**config.mk**
```make
export PLATFORM = sky130hd
export DESIGN_NAME = life_array_nxm_flat
export DESIGN_NICKNAME = d
export VERILOG_FILES = /design/src/rtl/life_array_nxm_pkg.sv /design/src/rtl/life_array_nxm_if.sv /design/src/rtl/life_array_nxm_cell.sv /design/src/rtl/life_array_nxm.sv /design/src/flat_wrapper.sv
export SDC_FILE = /design/constraint.sdc
export NUM_CORES = 1
export LEC_CHECK = 0
export BUFFER_PORTS_ARGS = -buffer_cell sky130_fd_sc_hd__buf_2
export CAP_MARGIN = 30
export CORE_MARGIN = 3
export CORE_UTILIZATION = 54
export DETAILED_ROUTE_END_ITERATION = 12
export PLACE_DENSITY_LB_ADDON = 0.15
export SYNTH_ARGS = -nofsm -noshare
export SYNTH_HDL_FRONTEND = slang
export SYNTH_SLANG_ARGS = --single-unit
```
**constraint.sdc**
```tcl
create_clock -name clk -period 4.7 [get_ports clk]
set_clock_uncertainty 0.05 [all_clocks]
set_input_delay 0.235 -clock clk [delete_from_list [all_inputs] [get_ports clk]]
set_output_delay 0.235 -clock clk [all_outputs]
set_load 0.05 [all_outputs]
```
**src/rtl/life_array_nxm_pkg.sv**
```systemverilog
// life_pkg: Life rule constants and the column-major cell index helper.
package life_pkg;
    localparam int NBR_W = 4;
    localparam logic [NBR_W-1:0] BIRTH_N = 4'd3;
    localparam logic [NBR_W-1:0] SURVIVE_N = 4'd2;
    function automatic int idx(input int row, input int col, input int rows);
        return col * rows + row;
    endfunction
endpackage

```
**src/rtl/life_array_nxm_if.sv**
```systemverilog
// life_array_nxm_if: host-side bus of the Life grid (load, scan, run control, status).
interface life_array_nxm_if #(
    parameter int ROWS = 4,
    parameter int COLS = 4,
    parameter int GEN_W = 16
);
    logic [ROWS*COLS-1:0] alive;
    logic [$clog2(ROWS)-1:0] row;
    logic [$clog2(COLS)-1:0] col;
    logic val;
    logic write_enb;
    logic scan;
    logic scan_write_val;
    logic scan_write_enb;
    logic scan_read_val;
    logic run;
    logic step;
    logic [GEN_W-1:0] gen_count;
    logic stable;
    logic extinct;
    modport master (
        output row, col, val, write_enb, scan, scan_write_val, scan_write_enb, run, step,
        input  alive, scan_read_val, gen_count, stable, extinct
    );
    modport slave (
        input  row, col, val, write_enb, scan, scan_write_val, scan_write_enb, run, step,
        output alive, scan_read_val, gen_count, stable, extinct
    );
endinterface

```
**src/rtl/life_array_nxm_cell.sv**
```systemverilog
// life_cell_n8: one Conway cell with scan, direct load and generation advance.
module life_cell_n8
    import life_pkg::*;
(
    input  logic       clk,
    input  logic       reset,
    input  logic [7:0] i_nbr,
    input  logic       i_scan,
    input  logic       i_scan_in,
    input  logic       i_load,
    input  logic       i_val,
    input  logic       i_adv,
    output logic       o_d,
    output logic       o_alive
);
    logic [NBR_W-1:0] w_n;
    logic r_alive;
    always_comb begin
        w_n = '0;
        for (int k = 0; k < 8; k++) w_n = w_n + NBR_W'(i_nbr[k]);
        o_d = i_scan ? i_scan_in :
              i_load ? i_val :
              i_adv  ? ((w_n == BIRTH_N) | (r_alive & (w_n == SURVIVE_N))) : r_alive;
    end
    always_ff @(posedge clk) r_alive <= reset ? 1'b0 : o_d;
    assign o_alive = r_alive;
endmodule

```
**src/rtl/life_array_nxm.sv**
```systemverilog
// life_array_nxm: ROWS x COLS Life grid with edge wrap option, scan chain and generation controller.
module life_array_nxm
    import life_pkg::*;
#(
    parameter int ROWS = 4,
    parameter int COLS = 4,
    parameter int WRAP = 0,
    parameter int GEN_W = 16
) (
    input logic clk,
    input logic reset,
    life_array_nxm_if.slave bus
);
    localparam int N = ROWS * COLS;
    localparam int RW = $clog2(ROWS);
    localparam int CW = $clog2(COLS);
    logic [N-1:0] w_alive, w_d, w_scan_in;
    logic w_head, w_adv, w_load_cyc, w_addr_ok;
    logic [GEN_W-1:0] r_gen;
    logic r_stable, r_extinct;
    assign w_head = bus.scan_write_enb ? bus.scan_write_val : w_alive[N-1];
    assign w_scan_in = {w_alive[N-2:0], w_head};
    assign w_addr_ok = (int'(bus.row) < ROWS) && (int'(bus.col) < COLS);
    assign w_load_cyc = bus.scan | (bus.write_enb & w_addr_ok);
    assign w_adv = (bus.run | bus.step) & ~bus.scan & ~bus.write_enb;
    genvar r, c, i, j;
    for (r = 0; r < ROWS; r++) begin : g_row
        for (c = 0; c < COLS; c++) begin : g_col
            localparam int K = idx(r, c, ROWS);
            logic [7:0] w_nbr;
            for (i = 0; i < 3; i++) begin : g_di
                for (j = 0; j < 3; j++) begin : g_dj
                    localparam int RR = r + i - 1;
                    localparam int CC = c + j - 1;
                    localparam int WR = (RR + ROWS) % ROWS;
                    localparam int WC = (CC + COLS) % COLS;
                    localparam bit IN = (RR >= 0) && (RR < ROWS) && (CC >= 0) && (CC < COLS);
                    localparam int B = i * 3 + j;
                    // B==4 is the cell itself; off-grid neighbours read dead unless wrapping
                    if (B != 4) begin : g_b
                        assign w_nbr[B > 4 ? B - 1 : B] = (WRAP != 0 || IN) ? w_alive[idx(WR, WC, ROWS)] : 1'b0;
                    end
                end
            end
            life_cell_n8 u_cell (
                .clk      (clk),
                .reset    (reset),
                .i_nbr    (w_nbr),
                .i_scan   (bus.scan),
                .i_scan_in(w_scan_in[K]),
                .i_load   (bus.write_enb && bus.row == RW'(r) && bus.col == CW'(c)),
                .i_val    (bus.val),
                .i_adv    (w_adv),
                .o_d      (w_d[K]),
                .o_alive  (w_alive[K])
            );
        end
    end
    always_ff @(posedge clk) begin
        if (reset) begin
            r_gen <= '0;
            r_stable <= 1'b0;
            r_extinct <= 1'b1;
        end else if (w_load_cyc) begin
            r_gen <= '0;
            r_stable <= 1'b0;
            r_extinct <= ~|w_d;
        end else if (w_adv) begin
            r_gen <= r_gen + 1'b1;
            r_stable <= (w_d == w_alive);
            r_extinct <= ~|w_d;
        end
    end
    assign bus.alive = w_alive;
    assign bus.scan_read_val = w_alive[N-1];
    assign bus.gen_count = r_gen;
    assign bus.stable = r_stable;
    assign bus.extinct = r_extinct;
endmodule

```
**src/flat_wrapper.sv**
```systemverilog
// flat-port wrapper written by rule: the top's interface ports become plain ports
module life_array_nxm_flat import life_pkg::*;
#(
    parameter int ROWS = 4,
    parameter int COLS = 4,
    parameter int WRAP = 0,
    parameter int GEN_W = 16
)
  (clk, reset, bus_row, bus_col, bus_val, bus_write_enb, bus_scan, bus_scan_write_val, bus_scan_write_enb, bus_run, bus_step, bus_alive, bus_scan_read_val, bus_gen_count, bus_stable, bus_extinct);
  life_array_nxm_if #(.ROWS(ROWS), .COLS(COLS), .GEN_W(GEN_W)) bus_i ();
  input logic clk;
  input logic reset;
  input wire logic [$bits(bus_i.row)-1:0] bus_row;
  input wire logic [$bits(bus_i.col)-1:0] bus_col;
  input wire logic [$bits(bus_i.val)-1:0] bus_val;
  input wire logic [$bits(bus_i.write_enb)-1:0] bus_write_enb;
  input wire logic [$bits(bus_i.scan)-1:0] bus_scan;
  input wire logic [$bits(bus_i.scan_write_val)-1:0] bus_scan_write_val;
  input wire logic [$bits(bus_i.scan_write_enb)-1:0] bus_scan_write_enb;
  input wire logic [$bits(bus_i.run)-1:0] bus_run;
  input wire logic [$bits(bus_i.step)-1:0] bus_step;
  output wire logic [$bits(bus_i.alive)-1:0] bus_alive;
  output wire logic [$bits(bus_i.scan_read_val)-1:0] bus_scan_read_val;
  output wire logic [$bits(bus_i.gen_count)-1:0] bus_gen_count;
  output wire logic [$bits(bus_i.stable)-1:0] bus_stable;
  output wire logic [$bits(bus_i.extinct)-1:0] bus_extinct;
  assign bus_i.row = bus_row;
  assign bus_i.col = bus_col;
  assign bus_i.val = bus_val;
  assign bus_i.write_enb = bus_write_enb;
  assign bus_i.scan = bus_scan;
  assign bus_i.scan_write_val = bus_scan_write_val;
  assign bus_i.scan_write_enb = bus_scan_write_enb;
  assign bus_i.run = bus_run;
  assign bus_i.step = bus_step;
  assign bus_alive = bus_i.alive;
  assign bus_scan_read_val = bus_i.scan_read_val;
  assign bus_gen_count = bus_i.gen_count;
  assign bus_stable = bus_i.stable;
  assign bus_extinct = bus_i.extinct;
  life_array_nxm #(.ROWS(ROWS), .COLS(COLS), .WRAP(WRAP), .GEN_W(GEN_W)) u_core (.clk(clk), .reset(reset), .bus(bus_i));
endmodule
```
==> results summary <==
The run finished with clean final reports. The height of the chip is 90.5 microns. Once layout is done, the placed cells without fillers occupy 0.00425 sq mm. The area of the core region is 0.00687 sq mm. The total routed wirelength came out at 12,600 microns.

The achievable frequency came out at 222 MHz. The synthesized area came out at 0.00385 sq mm. Of all cell types, the one taking the most synthesized area is sky130_fd_sc_hd__fa_1. Dividing the detail-routed via count by the number of cells gives 6.21. The number of antenna violations at the first check in global routing is 0. The post-CTS setup repair buffer count is 0. The number of filler cells placed in the layout came out at 637. The count of flip-flops with a built-in enable after synthesis is 0. Input and output buffers added on the ports amount to 47.

The level count of the clock H-tree came out at 2. The row count came out at 30. The data required time of the critical path is 4860 ps.

The number of cells in the design after placement came out at 581. The number of clock sinks seen by CTS came out at 34. The relative area change from synthesis to final layout is 10.4%. The TritonCTS clock tree is built. The startpoint identified for the worst hold timing path is reset.

The worst setup path is of the reg -> reg kind. The first global-routing pass estimated 19,800 microns of wire. The startpoint of the worst setup timing path is u_core.g_row[2].g_col[3].u_cell.o_alive$_SDFF_PP0_. Cells with a size suffix above 1 make up 18.9% of the layout. The global-route total usage across every layer came out at 31.4%.

The via count of the first global-routing pass is 3,599. Ranked by instance count, the synthesized netlist is headed by sky130_fd_sc_hd__inv_1 (54), sky130_fd_sc_hd__nor2_1 (42), sky130_fd_sc_hd__fa_1 (36). The highest fanout seen on the critical path came out at 4. The startpoint identified for the worst register-to-register timing path is u_core.g_row[2].g_col[3].u_cell.o_alive$_SDFF_PP0_. After detailed routing, the number of remaining DRC violations is 0. The I/O pin total is 48. The final route contains 3,659 vias. The count of endpoints failing setup in the final report is 0. The number of DRC markers in iteration 0 is 313. In this run the worst hold path is classified as in -> reg.

The sort of element at the start of the critical path is a register. For this run, the number of Yosys warnings is 0. The clock reaches the later pin of the worst-skew pair after 300 ps. The count of placed standard cells in the final layout, fillers left out is 589. The first detailed-routing pass took 5 iterations. On the final layout, the worst hold slack is 278 ps.

The main flop type after synthesis is sky130_fd_sc_hd__dfxtp_1. The CTS clock-pin slew for the worst setup and hold paths is 80 ps. In this run the deepest clock path goes through 2 buffers. After detailed placement, the total cell area comes to 0.00413 sq mm. Once the floorplan was initialized, standard cells occupied 56.1% of the core. The reg2reg setup slack came out at 190 ps. The maximum vdd drop came out at 0.110 mV. Counting the buffers created by CTS gives 5. The synthesized netlist cell count is 454. The x dimension of the die came out at 90.5 microns. The ratio of final minimum period to clock period is 96.0%.

The worst max-slew margin expressed relative to the limit is 40.8%. The cell area power density is 244 mW/mm^2. The weighted congestion reported at the end of routability-driven placement came out at 1.02. Dividing the synthesized area by the synthesized cell count gives 8.49 sq um. The clock period minus final worst setup slack came out at 4510 ps. The post-synthesis sequential area ratio is 17.7%. The share of the synthesized area in the top cell type came out at 18.7%.

The remaining global-route overflow is 0. The slew at the pin closest to its max-slew limit came out at 887 ps. The die outline area is 0.00819 sq mm.

The number of antenna diodes in the final layout is 0. The async set-reset flop share out of synthesis is 0%. The number of nets produced by synthesis came out at 527. Entering global routing, the biggest net connects 29 pins. The number of pins with negative max-slew slack in the final report came out at 0. Clock tree synthesis selected as its root buffer the cell sky130_fd_sc_hd__clkbuf_8. The category of the worst setup path capture point is a register.

The register bit total from synthesis came out at 34. The HPWL after detailed placement is 9900 microns. The tool flagged a number of max-cap violations equal to 0.

STA puts the critical path data arrival time at 4670 ps. The share of the core filled with cells is 61.9%. The cell with the most instances after synthesis is sky130_fd_sc_hd__inv_1. The number of nets with antenna violations after routing came out at 0.

The final hold violation count is 0. After synthesis, the cell types taking the most area are sky130_fd_sc_hd__fa_1 (19%), sky130_fd_sc_hd__dfxtp_1 (18%), sky130_fd_sc_hd__ha_1 (7.8%), sky130_fd_sc_hd__inv_1 (5.3%), sky130_fd_sc_hd__nor2_1 (4.1%). In the final routed layout, each cell accounts on average for 21.3 microns. The number of nets in the final layout is 565.

The count of cell types in the netlist came out at 65. The leakage power of the design is 0.00196 uW.
-- layer usage --
layer	wire length, microns	global-route usage (%)	up-vias	share of wire, %
met5	0	0	-	0
met1	5160	41.3	1725	41
met2	5390	47.3	237	43
met4	576	13.9	0	4.6
met3	1430	9.92	44	11
li1	-	-	1653	-
-- sequential cells by signal, summed over array words and instances, names as in the netlist --
name	count
u_core.bus.extinct	1
u_core.bus.gen_count	16
u_core.bus.stable	1
u_core.g_row.g_col.u_cell.o_alive	16
-- critical path, cell delays in order (launching register included) --
cell                        delay (ps)
sky130_fd_sc_hd__dfxtp_1           340
sky130_fd_sc_hd__inv_1             140
sky130_fd_sc_hd__fa_1              540
sky130_fd_sc_hd__fa_1              520
sky130_fd_sc_hd__fa_1              540
sky130_fd_sc_hd__inv_1              50
sky130_fd_sc_hd__ha_1              230
sky130_fd_sc_hd__fa_1              390
sky130_fd_sc_hd__and2_1            170
sky130_fd_sc_hd__a21oi_2           190
sky130_fd_sc_hd__o21ai_1           100
sky130_fd_sc_hd__a221oi_2          290
sky130_fd_sc_hd__o2111ai_1         150
sky130_fd_sc_hd__or4b_1            550
sky130_fd_sc_hd__o31ai_2           170
-- per-stage QoR --
stage               TNS, ps  worst slack [ps]  power [uW]
detailed placement        0               205         754
CTS                       0               183        1030
floorplan                 0               133         638
global placement          0               339         747
global route          -6.08             -6.08        1110
finish                    0               189        1040
-- cells in the final DEF, fill, tap and decap left out, types with 3 or more instances in the layout --
master                     instances
sky130_fd_sc_hd__nor2_1           42
sky130_fd_sc_hd__a21o_1            3
sky130_fd_sc_hd__nor2b_1          11
sky130_fd_sc_hd__and3b_1           3
sky130_fd_sc_hd__and2_1            3
sky130_fd_sc_hd__a21oi_1          15
sky130_fd_sc_hd__o32ai_1           4
sky130_fd_sc_hd__nor4_1            9
sky130_fd_sc_hd__xnor2_1           3
sky130_fd_sc_hd__or3_1             4
sky130_fd_sc_hd__inv_1            54
sky130_fd_sc_hd__fa_1             36
sky130_fd_sc_hd__clkbuf_8          5
sky130_fd_sc_hd__nor3_1            4
sky130_fd_sc_hd__a211oi_1          3
sky130_fd_sc_hd__a221oi_1          3
sky130_fd_sc_hd__a31oi_1          14
sky130_fd_sc_hd__nand4_1          11
sky130_fd_sc_hd__nand3b_1          5
sky130_fd_sc_hd__a22oi_1           3
sky130_fd_sc_hd__buf_4            19
sky130_fd_sc_hd__ha_1             24
sky130_fd_sc_hd__buf_2            47
sky130_fd_sc_hd__o21ai_0          14
sky130_fd_sc_hd__nand2b_1          6
sky130_fd_sc_hd__o21ai_1           3
sky130_fd_sc_hd__nand3_1          18
sky130_fd_sc_hd__o31ai_1           3
sky130_fd_sc_hd__and3_1            8
sky130_fd_sc_hd__mux2i_1           6
sky130_fd_sc_hd__nand2_1          19
sky130_fd_sc_hd__xor2_1           12
sky130_fd_sc_hd__dfxtp_1          33
sky130_fd_sc_hd__o221ai_1          3
-- cell families (layout without fill, tap and decap cells) --
kind of cell | after synthesis | after routing | synth area share (%)
and+or+nand+nor | 158 | 158 | 22.2
xor gates and xnor gates | 15 | 15 | 3.41
muxes | 8 | 8 | 2.44
buffers and inverters | 90 | 129 | 11.0
AOI/OAI and AO/OA | 89 | 89 | 16.8
adders and majority gates | 60 | 60 | 26.5
DFF | 34 | 34 | 17.7
-- area by class of cell --
cell class                      instances  area [sq um]  area share [%]
Sequential cell                        34           682            16.0
Clock buffer                            5          68.8            1.62
Multi-Input combinational cell        330          2750            64.7
Tap cell                               96           120            2.82
Timing Repair Buffer                   66           378            8.88
Inverter                               55           206            4.85
Clock inverter                          3          45.0            1.06
-- power breakdown --
part / total (uW) / internal [uW] / switching, uW
clock: 282 / 158 / 124
sequential: 308 / 298 / 9.62
combinational: 450 / 157 / 293
total: 1040 / 613 / 427
-- final timing paths --
path / endpoint / cells past startpoint
max: u_core.bus.extinct$_SDFFE_PP1P_ / 14
min: u_core.g_row[1].g_col[3].u_cell.o_alive$_SDFF_PP0_ / 2
max reg2reg: u_core.bus.extinct$_SDFFE_PP1P_ / 14
min reg2reg: u_core.bus.extinct$_SDFFE_PP1P_ / 2
-- repair_timing --
| action | 4_1_cts | 5_1_grt |
|---|---|---|
| gates resized for setup | 0 | 2 |
| setup endpoints to repair | 0 | 1 |
| hold buffers | 0 | 0 |
No activity file was read; power rests on OpenSTA's default activity.
